===== config.mk =====
export PLATFORM = sky130hd
export DESIGN_NAME = lpm_ram_dp_arb
export DESIGN_NICKNAME = d
export VERILOG_FILES = /design/src/rtl/lpm_arb_pkg.sv /design/src/rtl/lpm_rr_arb2.sv /design/src/rtl/lpm_ram_dp_arb.sv
export SDC_FILE = /design/constraint.sdc
export NUM_CORES = 1
export LEC_CHECK = 0
export ABC_AREA = 1
export CORE_MARGIN = 8
export CORE_UTILIZATION = 28
export CTS_BUF_LIST = sky130_fd_sc_hd__clkbuf_16
export DETAILED_ROUTE_END_ITERATION = 16
export PLACE_DENSITY = 0.79
export SLEW_MARGIN = 10
export SYNTH_ARGS = -nofsm -noshare
export SYNTH_HDL_FRONTEND = slang
export SYNTH_SLANG_ARGS = --single-unit
export TNS_END_PERCENT = 100

===== constraint.sdc =====
create_clock -name clock -period 1.59 [get_ports clock]
set_input_delay 0.2385 -clock clock [delete_from_list [all_inputs] [get_ports clock]]
set_output_delay 0.2385 -clock clock [all_outputs]
set_load 0.01 [all_outputs]

===== src/rtl/lpm_arb_pkg.sv =====
// Shared types for the dual-port RAM arbiter: requester index, response
// pipeline stage and the default read latency of the registered RAM path.
package lpm_arb_pkg;

  typedef logic req_idx_t;

  localparam int RD_LATENCY_DEFAULT = 2;

  typedef struct packed {
    logic     valid;
    req_idx_t tag;
  } resp_stage_t;

endpackage


===== src/rtl/lpm_rr_arb2.sv =====
// Two-way round-robin arbiter. With both requesting, the pointed-to requester
// wins and the pointer moves to the loser; the pointer moves only when advance=1.
module lpm_rr_arb2
  import lpm_arb_pkg::*;
(
  input  logic       clock,
  input  logic       aclr_n,
  input  logic [1:0] req,
  input  logic       advance,
  output logic [1:0] gnt
);

  req_idx_t ptr;

  always_comb begin
    gnt    = 2'b00;
    gnt[0] = req[0] & (~req[1] | (ptr == 1'b0));
    gnt[1] = req[1] & (~req[0] | (ptr == 1'b1));
  end

  // After any accepted grant, priority passes to the other requester.
  always_ff @(posedge clock or negedge aclr_n) begin
    if (!aclr_n) begin
      ptr <= 1'b0;
    end else if (advance && (|gnt)) begin
      ptr <= req_idx_t'(gnt[0]);
    end
  end

endmodule


===== src/rtl/lpm_ram_dp_arb.sv =====
// Shares one registered dual-port RAM between two writers and two readers,
// blocks same-address read-after-write in one cycle and tags read returns.
module lpm_ram_dp_arb
  import lpm_arb_pkg::*;
#(
  parameter int lpm_width   = 8,
  parameter int lpm_widthad = 4,
  parameter int rd_latency  = RD_LATENCY_DEFAULT
) (
  input  logic                   clock,
  input  logic                   aclr_n,
  input  logic                   wr0_req,
  input  logic                   wr1_req,
  input  logic [lpm_widthad-1:0] wr0_addr,
  input  logic [lpm_widthad-1:0] wr1_addr,
  input  logic [lpm_width-1:0]   wr0_data,
  input  logic [lpm_width-1:0]   wr1_data,
  output logic                   wr0_gnt,
  output logic                   wr1_gnt,
  input  logic                   rd0_req,
  input  logic                   rd1_req,
  input  logic [lpm_widthad-1:0] rd0_addr,
  input  logic [lpm_widthad-1:0] rd1_addr,
  output logic                   rd0_gnt,
  output logic                   rd1_gnt,
  output logic                   rd0_valid,
  output logic                   rd1_valid,
  output logic [lpm_width-1:0]   rd_q,
  output logic [lpm_width-1:0]   ram_data,
  output logic [lpm_widthad-1:0] ram_wraddress,
  output logic                   ram_wren,
  output logic [lpm_widthad-1:0] ram_rdaddress,
  output logic                   ram_rden,
  input  logic [lpm_width-1:0]   ram_q
);

  // Handshake: a requester holds req (and its address/data) until it sees gnt;
  // the transfer happens in the cycle where req and gnt are both high.

  logic [1:0]                 wr_req;
  logic [1:0]                 wr_gnt;
  logic [1:0]                 rd_req;
  logic [1:0]                 rd_arb_gnt;
  logic                       rd_hazard;
  req_idx_t                   rd_win;
  logic [lpm_widthad-1:0]     rd_win_addr;
  resp_stage_t                resp_in;
  resp_stage_t                resp_out;
  resp_stage_t [rd_latency-1:0] resp_pipe;

  assign wr_req = {wr1_req, wr0_req} & {2{aclr_n}};
  assign rd_req = {rd1_req, rd0_req} & {2{aclr_n}};

  lpm_rr_arb2 u_wr_arb (
    .clock   (clock),
    .aclr_n  (aclr_n),
    .req     (wr_req),
    .advance (1'b1),
    .gnt     (wr_gnt)
  );

  // A suppressed read must not consume its turn, so advance is gated.
  lpm_rr_arb2 u_rd_arb (
    .clock   (clock),
    .aclr_n  (aclr_n),
    .req     (rd_req),
    .advance (~rd_hazard),
    .gnt     (rd_arb_gnt)
  );

  always_comb begin
    wr0_gnt       = wr_gnt[0];
    wr1_gnt       = wr_gnt[1];
    ram_wren      = |wr_gnt;
    ram_wraddress = wr_gnt[1] ? wr1_addr : wr0_addr;
    ram_data      = wr_gnt[1] ? wr1_data : wr0_data;

    rd_win        = req_idx_t'(rd_arb_gnt[1]);
    rd_win_addr   = rd_win ? rd1_addr : rd0_addr;
    rd_hazard     = ram_wren & (|rd_arb_gnt) & (rd_win_addr == ram_wraddress);
    rd0_gnt       = rd_arb_gnt[0] & ~rd_hazard;
    rd1_gnt       = rd_arb_gnt[1] & ~rd_hazard;
    ram_rden      = rd0_gnt | rd1_gnt;
    ram_rdaddress = rd_win_addr;

    resp_in.valid = ram_rden;
    resp_in.tag   = rd_win;
  end

  generate
    if (rd_latency > 1) begin : g_pipe_multi
      always_ff @(posedge clock or negedge aclr_n) begin
        if (!aclr_n) begin
          resp_pipe <= '0;
        end else begin
          resp_pipe <= {resp_pipe[rd_latency-2:0], resp_in};
        end
      end
    end else begin : g_pipe_single
      always_ff @(posedge clock or negedge aclr_n) begin
        if (!aclr_n) begin
          resp_pipe <= '0;
        end else begin
          resp_pipe <= resp_in;
        end
      end
    end
  endgenerate

  always_comb begin
    resp_out  = resp_pipe[rd_latency-1];
    rd0_valid = resp_out.valid & (resp_out.tag == 1'b0);
    rd1_valid = resp_out.valid & (resp_out.tag == 1'b1);
    rd_q      = ram_q;
  end

endmodule


==> flow_summary.toml <==
[place]
place_ws_ns = -0.995
io_buffers = 61
post_dp_cell_area_um2 = 1410
routabilityCongestion = 0.740
placed_cells = 226
dp_hpwl_um = 2280

[critical_path]
cp-startpoint = "u_wr_arb.ptr$_DFFE_PN0P_"
reg2reg_depth = 13
cp_common_cell = "nand2_1"
cp_cell_sequence = "inv_2, nand2_8, nand3b_1, nand2_1, nand2_1, nand2_1, nor2_2, nand3_2, nand2_2, inv_2, buf_6"
crit_family = "simple AND/OR/NAND/NOR gates"
start_kind = "flop"
cp-end-kind = "output port"
worstPathArrival_ns = 1.61
timing.rr.end = "u_rd_arb.ptr$_DFFE_PN0P_"
crit_fanout = 7
crit_slowest_cell = "dfrtp_1"
rr_startpoint = "u_wr_arb.ptr$_DFFE_PN0P_"
critical-path-max-stage-delay_ns = 0.38
reg2reg_slack_ns = 0.10
critical_path.endpoint = "ram_rden"
crit_cells = 11
critPathBufInv = 3
crit_required_ns = 1.35
path_class = "reg -> out"

[drt]
via_per_inst = 4.63
drc = 0
post_drt_wl_per_cell_um = 13.6
first_pass_iters = 4
totalWireLength_um = 3320
num_vias = 1129
drt_iter0_markers = 16
ant_nets = 0

[global_routing]
grt_pass1_vias = 1114
grt-ovfl-total = 0
grt_pass1_wl_um = 4870
grt_start_max_net_pins = 11
antenna_found_initial = 0
track_usage_pct = 13.4

[clocking]
cts_buffer_depth = 2
cts_buffers = 3
numClockSinks = 6
htreeDepth = 1
clk_latency_ns = 0.22
cts_root_buf = "clkbuf_16"
cts_tree = "built"
clk_pin_slew_worst_paths_ns = 0.03

[timing]
final_max_slew_viol_count = 0
setup-violations-final = 14
tightest_slew_ns = 0.315
fin_skew_ns = 0.00120
hold_viol_final = 0
whs_ns = 0.342
period_minus_slack_ns = 1.84
post-route-period-util_pct = 116
layout_setup_ws_ns = -0.254
slew_headroom_pct = 78.8
fmaxAchievable_mhz = 542
rsz0062_at_grt = "true"

[yosys]
ys_types = 20
yosysWarnings = 0
ys_top_cells_by_area = "nand2_1 (34%), dfrtp_1 (20%), inv_1 (11%)"
synth.net_count = 178
synthCells = 132
synth_top_area_share_pct = 34.1
ys_seq_area_share_pct = 20.3
synth-seq-cells = 6
yosys.area.top_type = "nand2_1"
avgSynthCellArea_um2 = 5.59
synth_area_um2 = 738

[power]
powerDensity_nw_per_um2 = 654
p_leak_nw = 0.922
vdd_drop_max_uv = 798

[hold_path]
min_path_type = "reg -> reg"

[cells_and_area]
diodes = 0
fin_area_um2 = 1690
final_util_pct = 67.4
areaGrowthSynthToFinish_pct = 128
instances_no_fill = 244
drive_gt1_share_pct = 41.6
fin_nets = 262

[run]
maxCapViolations = 0

[floorplanning]
ioPinCount = 78
core_area_um2 = 2500
rows = 18
die_w_um = 67.3
die_area_um2 = 4540
die_h_um = 67.3
start_util_pct = 29.5

[status]
outcome = "finished, violations left"
violations = "setup timing"
-- flip-flops by register name (all words and copies together), names as in the netlist --
signal and cells:
resp_out 2, resp_pipe 2, u_rd_arb.ptr 1, u_wr_arb.ptr 1
-- worst reg2reg max path: stages, from the launching register on --
cell and delay, ns:
dfrtp_1 0.38, inv_2 0.11, nand2_8 0.09, nand2_8 0.11
nand2_2 0.06, nand2_2 0.09, nand2_2 0.06, nand2_2 0.07
nor2_2 0.04, nand3_2 0.10, nand2_2 0.07, buf_6 0.12
nand2_2 0.04, nand2_1 0.04
-- Yosys cell counts --
| cell | number |
|---|---|
| o21ai_1 | 1 |
| inv_1 | 21 |
| buf_4 | 8 |
| nor2_1 | 3 |
| a21oi_1 | 1 |
| nand3b_1 | 5 |
| nand2_2 | 3 |
| clkinv_1 | 1 |
| a211oi_1 | 1 |
| clkinv_2 | 1 |
| o21bai_1 | 1 |
| nand2_4 | 2 |
| dfrtp_1 | 6 |
| nand2_1 | 67 |
| o21ai_2 | 2 |
| buf_6 | 1 |
| nand3_2 | 1 |
| nand3_1 | 5 |
| nor2_2 | 1 |
| inv_2 | 1 |
-- power breakdown --
group / internal, mW / total, mW / leakage [nW] / switching [mW]
combinational: 0.274 / 0.522 / 0.811 / 0.248
clock: 0.322 / 0.401 / 0.0370 / 0.0785
sequential: 0.170 / 0.179 / 0.0743 / 0.00957
total: 0.766 / 1.10 / 0.922 / 0.336
-- layout by cell type, fill, tap and decap left out, drive strengths merged --
cell           netlist  final
a21oi                1      1
dlygate4sd3          0      2
dlygate4sd2          0      5
clkbuf               0      6
clkdlybuf4s50        0     34
nand3                6      6
nand3b               5      5
buf                  9     40
inv                 22     22
a211oi               1      1
nand2               72     73
nor2                 4      4
clkdlybuf4s15        0      3
o21bai               1      1
o21ai                3      3
dfrtp                6      6
clkinv               2      2
-- per-stage QoR --
stage                     setup TNS (ns)  power, mW
after CTS                          -1.07       1.03
final                             -0.981       1.10
after global routing               -2.03       1.16
after global placement            -16.97      0.597
after detailed placement          -18.32      0.605
after floorplan                        0      0.367
-- logic make-up after synthesis --
logic type / Yosys count / share of synthesized area, %
AO/OA/AOI/OAI: 6 / 5.76
buffers and inverters: 33 / 22.0
flip-flops: 6 / 20.3
AND/OR/NAND/NOR: 87 / 51.9
-- per-layer routing --
metal  vias to the layer above  wire [um]  global-route usage [%]
met2                        51       1800                    26.3
met3                         6        279                    3.48
met1                       516       1180                    12.7
li1                        556          -                       -
met4                         0         65                    6.01
met5                         -          0                       0
-- worst min-delay path by stage --
| stage | startpoint | cells past startpoint | slack, ns | endpoint |
|---|---|---|---|---|
| final | resp_pipe[0]$_DFF_PN0_ | 0 | 0.34 | resp_out[0]$_DFF_PN0_ |
| after global routing | resp_pipe[0]$_DFF_PN0_ | 0 | 0.35 | resp_out[0]$_DFF_PN0_ |
| after CTS | resp_pipe[0]$_DFF_PN0_ | 0 | 0.34 | resp_out[0]$_DFF_PN0_ |
| after detailed placement | resp_pipe[0]$_DFF_PN0_ | 0 | 0.34 | resp_out[0]$_DFF_PN0_ |
| after global placement | resp_pipe[1]$_DFF_PN0_ | 0 | 0.33 | resp_out[1]$_DFF_PN0_ |
| after floorplan | aclr_n | 0 | -0.06 | resp_out[0]$_DFF_PN0_ |
-- layout make-up --
class	instances	area (um^2)
Sequential cell	6	150
Inverter	24	110
Multi-Input combinational cell	94	568
Fill cell	223	815
Clock buffer	3	75.1
Tap cell	30	37.5
Timing Repair Buffer	87	744
-- timing repair --
| item | CTS | global route |
|---|---|---|
| setup endpoints to repair | 25 | 21 |
| resized for setup | 96 | 42 |
| setup buffers | 11 | 4 |
| endpoints found under the hold margin | 3 | 0 |
| hold buffers | 2 | 0 |
| cloned | 1 | 1 |
| pin swaps | 15 | 22 |
Power figures use the tool's default switching activity.
